<file path="config.mk">
export PLATFORM = sky130hd
export DESIGN_NAME = alu_pipe
export DESIGN_NICKNAME = d
export VERILOG_FILES = /design/src/rtl/alu_pkg.sv /design/src/rtl/alu_shifter.sv /design/src/rtl/alu_pipe.sv
export SDC_FILE = /design/constraint.sdc
export NUM_CORES = 1
export LEC_CHECK = 0
export ABC_AREA = 1
export CAP_MARGIN = 10
export CORE_MARGIN = 2
export CORE_UTILIZATION = 34
export CTS_CLUSTER_SIZE = 28
export DETAILED_ROUTE_END_ITERATION = 10
export SLEW_MARGIN = 15
export SYNTH_ARGS = -nofsm -noshare
export SYNTH_HDL_FRONTEND = slang
export SYNTH_HIERARCHICAL = 1
export SYNTH_SLANG_ARGS = --single-unit
</file>
<file path="constraint.sdc">
create_clock -name clockIn -period 7.08 [get_ports clockIn]
set_input_delay 1.416 -clock clockIn [delete_from_list [all_inputs] [get_ports clockIn]]
set_output_delay 1.416 -clock clockIn [all_outputs]
set_load 0.03 [all_outputs]
</file>
<file path="src/rtl/alu_pkg.sv">
// Shared opcode and shift-direction definitions for the pipelined ALU.
package alu_pkg;

   typedef enum logic [2:0] {
      OP_AND  = 3'b000,
      OP_OR   = 3'b001,
      OP_XOR  = 3'b010,
      OP_NOTA = 3'b011,
      OP_NOTB = 3'b100,
      OP_ADD  = 3'b101,
      OP_ADC  = 3'b110,
      OP_SUB  = 3'b111
   } opCode_e;

   localparam logic SH_LEFT  = 1'b0;
   localparam logic SH_RIGHT = 1'b1;

endpackage

</file>
<file path="src/rtl/alu_shifter.sv">
// Zero-filling logical shifter applied to each operand ahead of stage 1.
module alu_shifter
   import alu_pkg::*;
#(
   parameter  int WIDTH = 16,
   localparam int SHW   = $clog2(WIDTH)
) (
   input  logic [WIDTH-1:0] dataIn,
   input  logic [SHW-1:0]   shiftIn,
   input  logic             dirIn,
   output logic [WIDTH-1:0] dataOut
);

   always_comb begin
      if (dirIn == SH_RIGHT) dataOut = dataIn >> shiftIn;
      else                   dataOut = dataIn << shiftIn;
   end

endmodule

</file>
<file path="src/rtl/alu_pipe.sv">
// Two-stage ALU with valid/ready on both sides, a chaining carry
// register for ADC and a held positive-difference register.
module alu_pipe
   import alu_pkg::*;
#(
   parameter  int WIDTH = 16,
   localparam int SHW   = $clog2(WIDTH)
) (
   input  logic             clockIn,
   input  logic             resetIn,
   input  logic             validIn,
   output logic             readyOut,
   input  logic [WIDTH-1:0] aIn,
   input  logic [WIDTH-1:0] bIn,
   input  logic [2:0]       opCode,
   input  logic [SHW-1:0]   shiftIn,
   input  logic             shiftDirIn,
   output logic             validOut,
   input  logic             readyIn,
   output logic [WIDTH-1:0] accOut,
   output logic             crOut,
   output logic             zeroFlag,
   output logic             negFlag,
   output logic             ovfFlag,
   output logic [WIDTH-1:0] diffOut
);

   typedef struct packed {
      logic [WIDTH-1:0] a;
      logic [WIDTH-1:0] b;
      opCode_e          op;
   } stage1_t;

   logic [WIDTH-1:0] aShift, bShift;
   stage1_t          s1q;
   logic             v1, carryReg, advance2;
   logic [WIDTH:0]   arith;
   logic [WIDTH-1:0] res;
   logic             cr, ovf, isArith, isSub;

   alu_shifter #(.WIDTH(WIDTH)) shA (
      .dataIn(aIn), .shiftIn(shiftIn),
      .dirIn(shiftDirIn), .dataOut(aShift)
   );

   alu_shifter #(.WIDTH(WIDTH)) shB (
      .dataIn(bIn), .shiftIn(shiftIn),
      .dirIn(shiftDirIn), .dataOut(bShift)
   );

   assign advance2 = !validOut || readyIn;
   assign readyOut = !v1 || advance2;

   always_comb begin
      arith   = '0;
      res     = '0;
      cr      = 1'b0;
      ovf     = 1'b0;
      isArith = 1'b0;
      isSub   = 1'b0;
      unique case (s1q.op)
         OP_AND:  res = s1q.a & s1q.b;
         OP_OR:   res = s1q.a | s1q.b;
         OP_XOR:  res = s1q.a ^ s1q.b;
         OP_NOTA: res = ~s1q.a;
         OP_NOTB: res = ~s1q.b;
         OP_ADD: begin
            arith   = {1'b0, s1q.a} + {1'b0, s1q.b};
            isArith = 1'b1;
         end
         OP_ADC: begin
            arith   = {1'b0, s1q.a} + {1'b0, s1q.b}
                    + (WIDTH+1)'(carryReg);
            isArith = 1'b1;
         end
         OP_SUB: begin
            arith   = {1'b0, s1q.a} - {1'b0, s1q.b};
            isArith = 1'b1;
            isSub   = 1'b1;
         end
      endcase
      if (isArith) begin
         res = arith[WIDTH-1:0];
         cr  = arith[WIDTH];
         // signed overflow judged on operand and result sign bits
         if (isSub)
            ovf = (s1q.a[WIDTH-1] != s1q.b[WIDTH-1])
               && (res[WIDTH-1] != s1q.a[WIDTH-1]);
         else
            ovf = (s1q.a[WIDTH-1] == s1q.b[WIDTH-1])
               && (res[WIDTH-1] != s1q.a[WIDTH-1]);
      end
   end

   always_ff @(posedge clockIn) begin
      if (resetIn) begin
         v1       <= 1'b0;
         s1q      <= '0;
         validOut <= 1'b0;
         accOut   <= '0;
         crOut    <= 1'b0;
         zeroFlag <= 1'b0;
         negFlag  <= 1'b0;
         ovfFlag  <= 1'b0;
         diffOut  <= '0;
         carryReg <= 1'b0;
      end else begin
         if (readyOut) begin
            v1 <= validIn;
            if (validIn)
               s1q <= '{a: aShift, b: bShift, op: opCode_e'(opCode)};
         end
         if (advance2) begin
            validOut <= v1;
            if (v1) begin
               accOut   <= res;
               crOut    <= cr;
               zeroFlag <= (res == '0);
               negFlag  <= res[WIDTH-1];
               ovfFlag  <= ovf;
               if (isArith) carryReg <= cr;
               if (isSub && (s1q.a > s1q.b)) diffOut <= res;
            end
         end
      end
   end

endmodule

</file>
# Yosys cells after proc, flatten, opt, wreduce, memory -nomap -nowiden
# Cells that the tools add are included.
# word_totals
register_bits,74
inputBits,44
output_inout_bits,38
word_cells,59
# classes
addsub,3
n_lt_le_gt_ge,1
n_eq_ne,10
shifts,4
muxes,10
bitwise_logic,5
reduce_logical,14
# ops
op,count
$pmux 16 s5,1
$pmux 17 s3,1
$mux 16,3
$not 16->16,2
$shl 16x4->16,2
$shr 16x4->16,2
$add 16x16->17,1
$add 17x1->17,1
$sub 16x16->17,1
$and 16x16->16,1
$gt 16x16->1,1
$logic_not 16->1,1
$or 16x16->16,1
$xor 16x16->16,1
$eq 3x3->1 const B,4
$eq 3x2->1 const B,2
$reduce_and 3->1,2
$mux 1,5
$reduce_and 2->1,2
$eq 3x1->1 const B,1
$logic_and 1x1->1,3
$logic_not 3->1,1
$reduce_or 3->1,1
$logic_not 1->1,2
other kinds (3),5

# Logic depth before layout (Yosys ltp)
# depth
depth_word,7
depth_mapped,23
depth_no_buf,23

# By module
# The synthesis kept the hierarchy.
# modules_own_cells
module,n_inst,cells_each,area_each_um2,seq_area_each_um2
alu_pipe,1,990,6382.4,1461.4
alu_shifter,2,266,1325.0,0.0

# Worst setup path after synthesis
# Ideal clock, no wire load.
# synth_timing
path_kind,input to output
startpoint,input readyIn
endpoint,output readyOut
arrival_ns,1.738
required_ns,5.664
setup_slack_ns,3.926
stages,2
n_path_buf,0
path_cell_list,inv_1 -> nand3_1
# synth_between
elab_chain_len,2
# synth_rtl
item,line_no,text
from (decl),alu_pipe.sv:19,"input logic readyIn,"
$logic_or 1x1->1,alu_pipe.sv:51,assign advance2 = !validOut || readyIn;
$logic_or 1x1->1,alu_pipe.sv:52,assign readyOut = !v1 || advance2;
to (decl),alu_pipe.sv:12,"output logic readyOut,"
# No other way between the ends.

# Worst setup path after layout
# Ends and elaborated chain as after synthesis.

==> flow_summary_export.csv <==
group,metric,value,unit
run_status,outcome,"complete, no violations",
routing,wl_per_cell,15.5,um
sta,hold_viol_final,0,
place,placed_cells,1867,
worst_setup_path,worstReg2RegEnd,"zeroFlag",
power,p_sw_frac,0.434,
clock_network,cts_buffers,9,
worst_setup_path,r2r_slack,3.62,ns
yosys,synth_seq_cells,73,
yosys,synthFlopType,"dfxtp_1",
routing,drt_first_iter_violations,668,
global_routing,grt_pass1_wl,48200,um
routing,dr.pass1.iters,5,
power,ir_drop,0.0946,mV
sta,fmax,242,MHz
yosys,async_reset_ff_frac,0,
yosys,synth_area_leaders,"nand2_1 (18%), dfxtp_1 (16%), nand3_1 (14%)",
worst_setup_path,ff2ff_path_depth,22,
worst_setup_path,crit_path_max_fanout,3,
place,dp_hpwl,23100,um
worst_setup_path,cp_slowest_stage_delay,0.69,ns
floorplan,core,0.0261,mm2
yosys,syn_inst,1522,
power,p_leak,4.76,nW
sta,setup_slack,2.94,ns
final_layout,fin_util,0.387,
worst_setup_path,cp_common_cell,"clkdlybuf4s50_1",
floorplan,fp.dieW,167,um
sta,fin_crit,4.14,ns
worst_setup_path,startpoint,"readyIn",
power,comb_power_share,0.422,
global_routing,grt_max_degree,72,
worst_setup_path,critPathLaunchType,"primary input",
routing,vias,9926,
floorplan,die-area,0.0279,mm2
final_layout,final_cell_mix,"nand2_1 (432), nand3_1 (261), inv_1 (124)",
clock_network,clockBufferDepth,2,
routing,ant_nets,0,
final_layout,final_nets,1644,
yosys,synth-edff-count,0,
final_layout,layoutNonFillerInstCount,1883,
power,power_density,155,mW/mm2
clock_network,cts_resized,0,
routing,routed_wl,29300,um
final_layout,fin_area,0.0101,mm2
power,switchingPower,679,uW
yosys,post-synth-top-area-cell,"nand2_1",
floorplan,fp.dieH,167,um
power,power,1.56,mW
routing,vias_per_cell,5.27,
place,dpl-instance-area,0.00981,mm2
sta,finalSetupTns,0,ns
clock_network,postCtsSetupBuffers,0,
yosys,ys.warnings.count,6,
final_layout,syn_to_final_growth,11.8,%
worst_setup_path,crit_chain,"clkdlybuf4s50_1, inv_1, nand3_1, clkdlybuf4s50_1",
place,place_ws,2.94,ns
sta,fin_hold_ws,0.475,ns
sta,fin_worst_skew,0.00732,ns
final_layout,layout_commonest_cell,"nand2_1",
global_routing,first_global_vias,9300,
global_routing,grt.overflow.total,0,
sta,maxSlewHeadroom,0.266,
final_layout,diodes,0,
clock_network,ctsHoldBuffers,0,
floorplan,ios,82,
yosys,seq_area_frac_synth,0.162,
min_path,holdCritPathClass,"register to register",
place,io_buffers,81,
place,gp_congestion,0.905,
worst_setup_path,critPathSlowestCell,"clkdlybuf4s50_1",
power,pwr-share-seq,0.291,
yosys,syn-num-nets,1623,
yosys,synth.top_cell.area_share,0.180,
worst_setup_path,worstSetupPathType,"primary input to output port",
floorplan,start_util,0.347,
sta,period_share,0.585,
worst_setup_path,worstPathRequired,5.66,ns
clock_network,cts_tree,"yes",
sta,rsz0062_at_grt,"false",
min_path,hold_start,"crOut",
power,intPower,886,uW
clock_network,cts-root-buf,"clkbuf_16",
sta,final_max_slew_viol_count,0,
sta,tightest_slew,1.10,ns
worst_setup_path,endpoint_kind,"output port",
job,cap_viol_max_count,0,
global_routing,grt_usage,0.208,
clock_network,clkTransAtPathRegs,0.07,ns
final_layout,drive_gt1_frac,0.0988,
routing,drc,0,
clock_network,clkLatencyLatePin,0.35,ns
sta,setup_violations,0,
yosys,synth_cell_type_count,50,
worst_setup_path,critPathCapture,"readyOut",
worst_setup_path,r2r-start,"s1q[3]",
floorplan,fp-row-count,59,
clock_network,cts.htree.levels,3,
yosys,netlist_area,0.00903,mm2
yosys,postSynthAreaPerCell,5.93,um2
global_routing,antenna_found_initial,1,
power,p_clk_frac,0.287,
worst_setup_path,crit_arrival,2.72,ns
clock_network,cts.sinks,73,
power by group through the flow:
stage	Clock, mW	Combinational, mW	Sequential (mW)
2_1_floorplan	0	0.474	0.473
4_1_cts	0.457	0.653	0.456
3_5_place_dp	0	0.650	0.465
6_report	0.449	0.660	0.456
3_3_place_gp	0	0.646	0.464
5_1_grt	0.470	0.735	0.460
critical path, delay by kind of cell:
kind | cells | cell delay (ns)
and+or+nand+nor | 1 | 0.11
buffers and inverters | 3 | 1.20
logic make-up (layout without fill, tap and decap cells):
logic type / after synthesis / after routing / synth area share
AND/OR/NAND/NOR: 920 / 920 / 0.486
AO/OA/AOI/OAI: 247 / 247 / 0.152
buffers and inverters: 224 / 250 / 0.118
flip-flops: 73 / 73 / 0.162
adder cells (fa/ha/maj): 57 / 57 / 0.0806
XOR/XNOR: 1 / 1 / 0.000970
how the worst min path moves through the flow:
stage,cells past startpoint,to
floorplan,2,carryReg
global placement,2,crOut
detailed placement,2,crOut
CTS,2,crOut
global route,2,crOut
finish,2,crOut
cell type report:
type,count,area [um2]
Clock inverter,7,63.8
Multi-Input combinational cell,1225,6500
Inverter,146,571
Timing Repair Buffer,88,853
Sequential cell,73,1460
Clock buffer,9,225
Tap cell,335,419
Fill cell,2854,16000
layer usage:
| layer | vias to the layer above | global-route usage | share of wire |
|---|---|---|---|
| met5 | - | 0 | 0.00051 |
| met4 | 2 | 0.0757 | 0.032 |
| met3 | 45 | 0.0223 | 0.048 |
| met2 | 291 | 0.350 | 0.47 |
| met1 | 4491 | 0.276 | 0.45 |
| li1 | 5097 | - | - |
Yosys cell counts, types with 24 or more instances:
cell	n
nand2_1	433
nand3_1	261
buf_2	31
nand4_1	27
a21oi_1	95
nand2_2	34
o21ai_0	88
o22ai_1	24
nand3_2	24
inv_1	124
ha_1	55
dfxtp_1	73
nor2_1	86
registers in the layout, indices dropped and copies added (netlist names):
register,flops
s1q,35
validOut,1
carryReg,1
v1,1
diffOut,16
crOut,1
accOut,16
zeroFlag,1
ovfFlag,1
(Power assumes the default switching activity.)
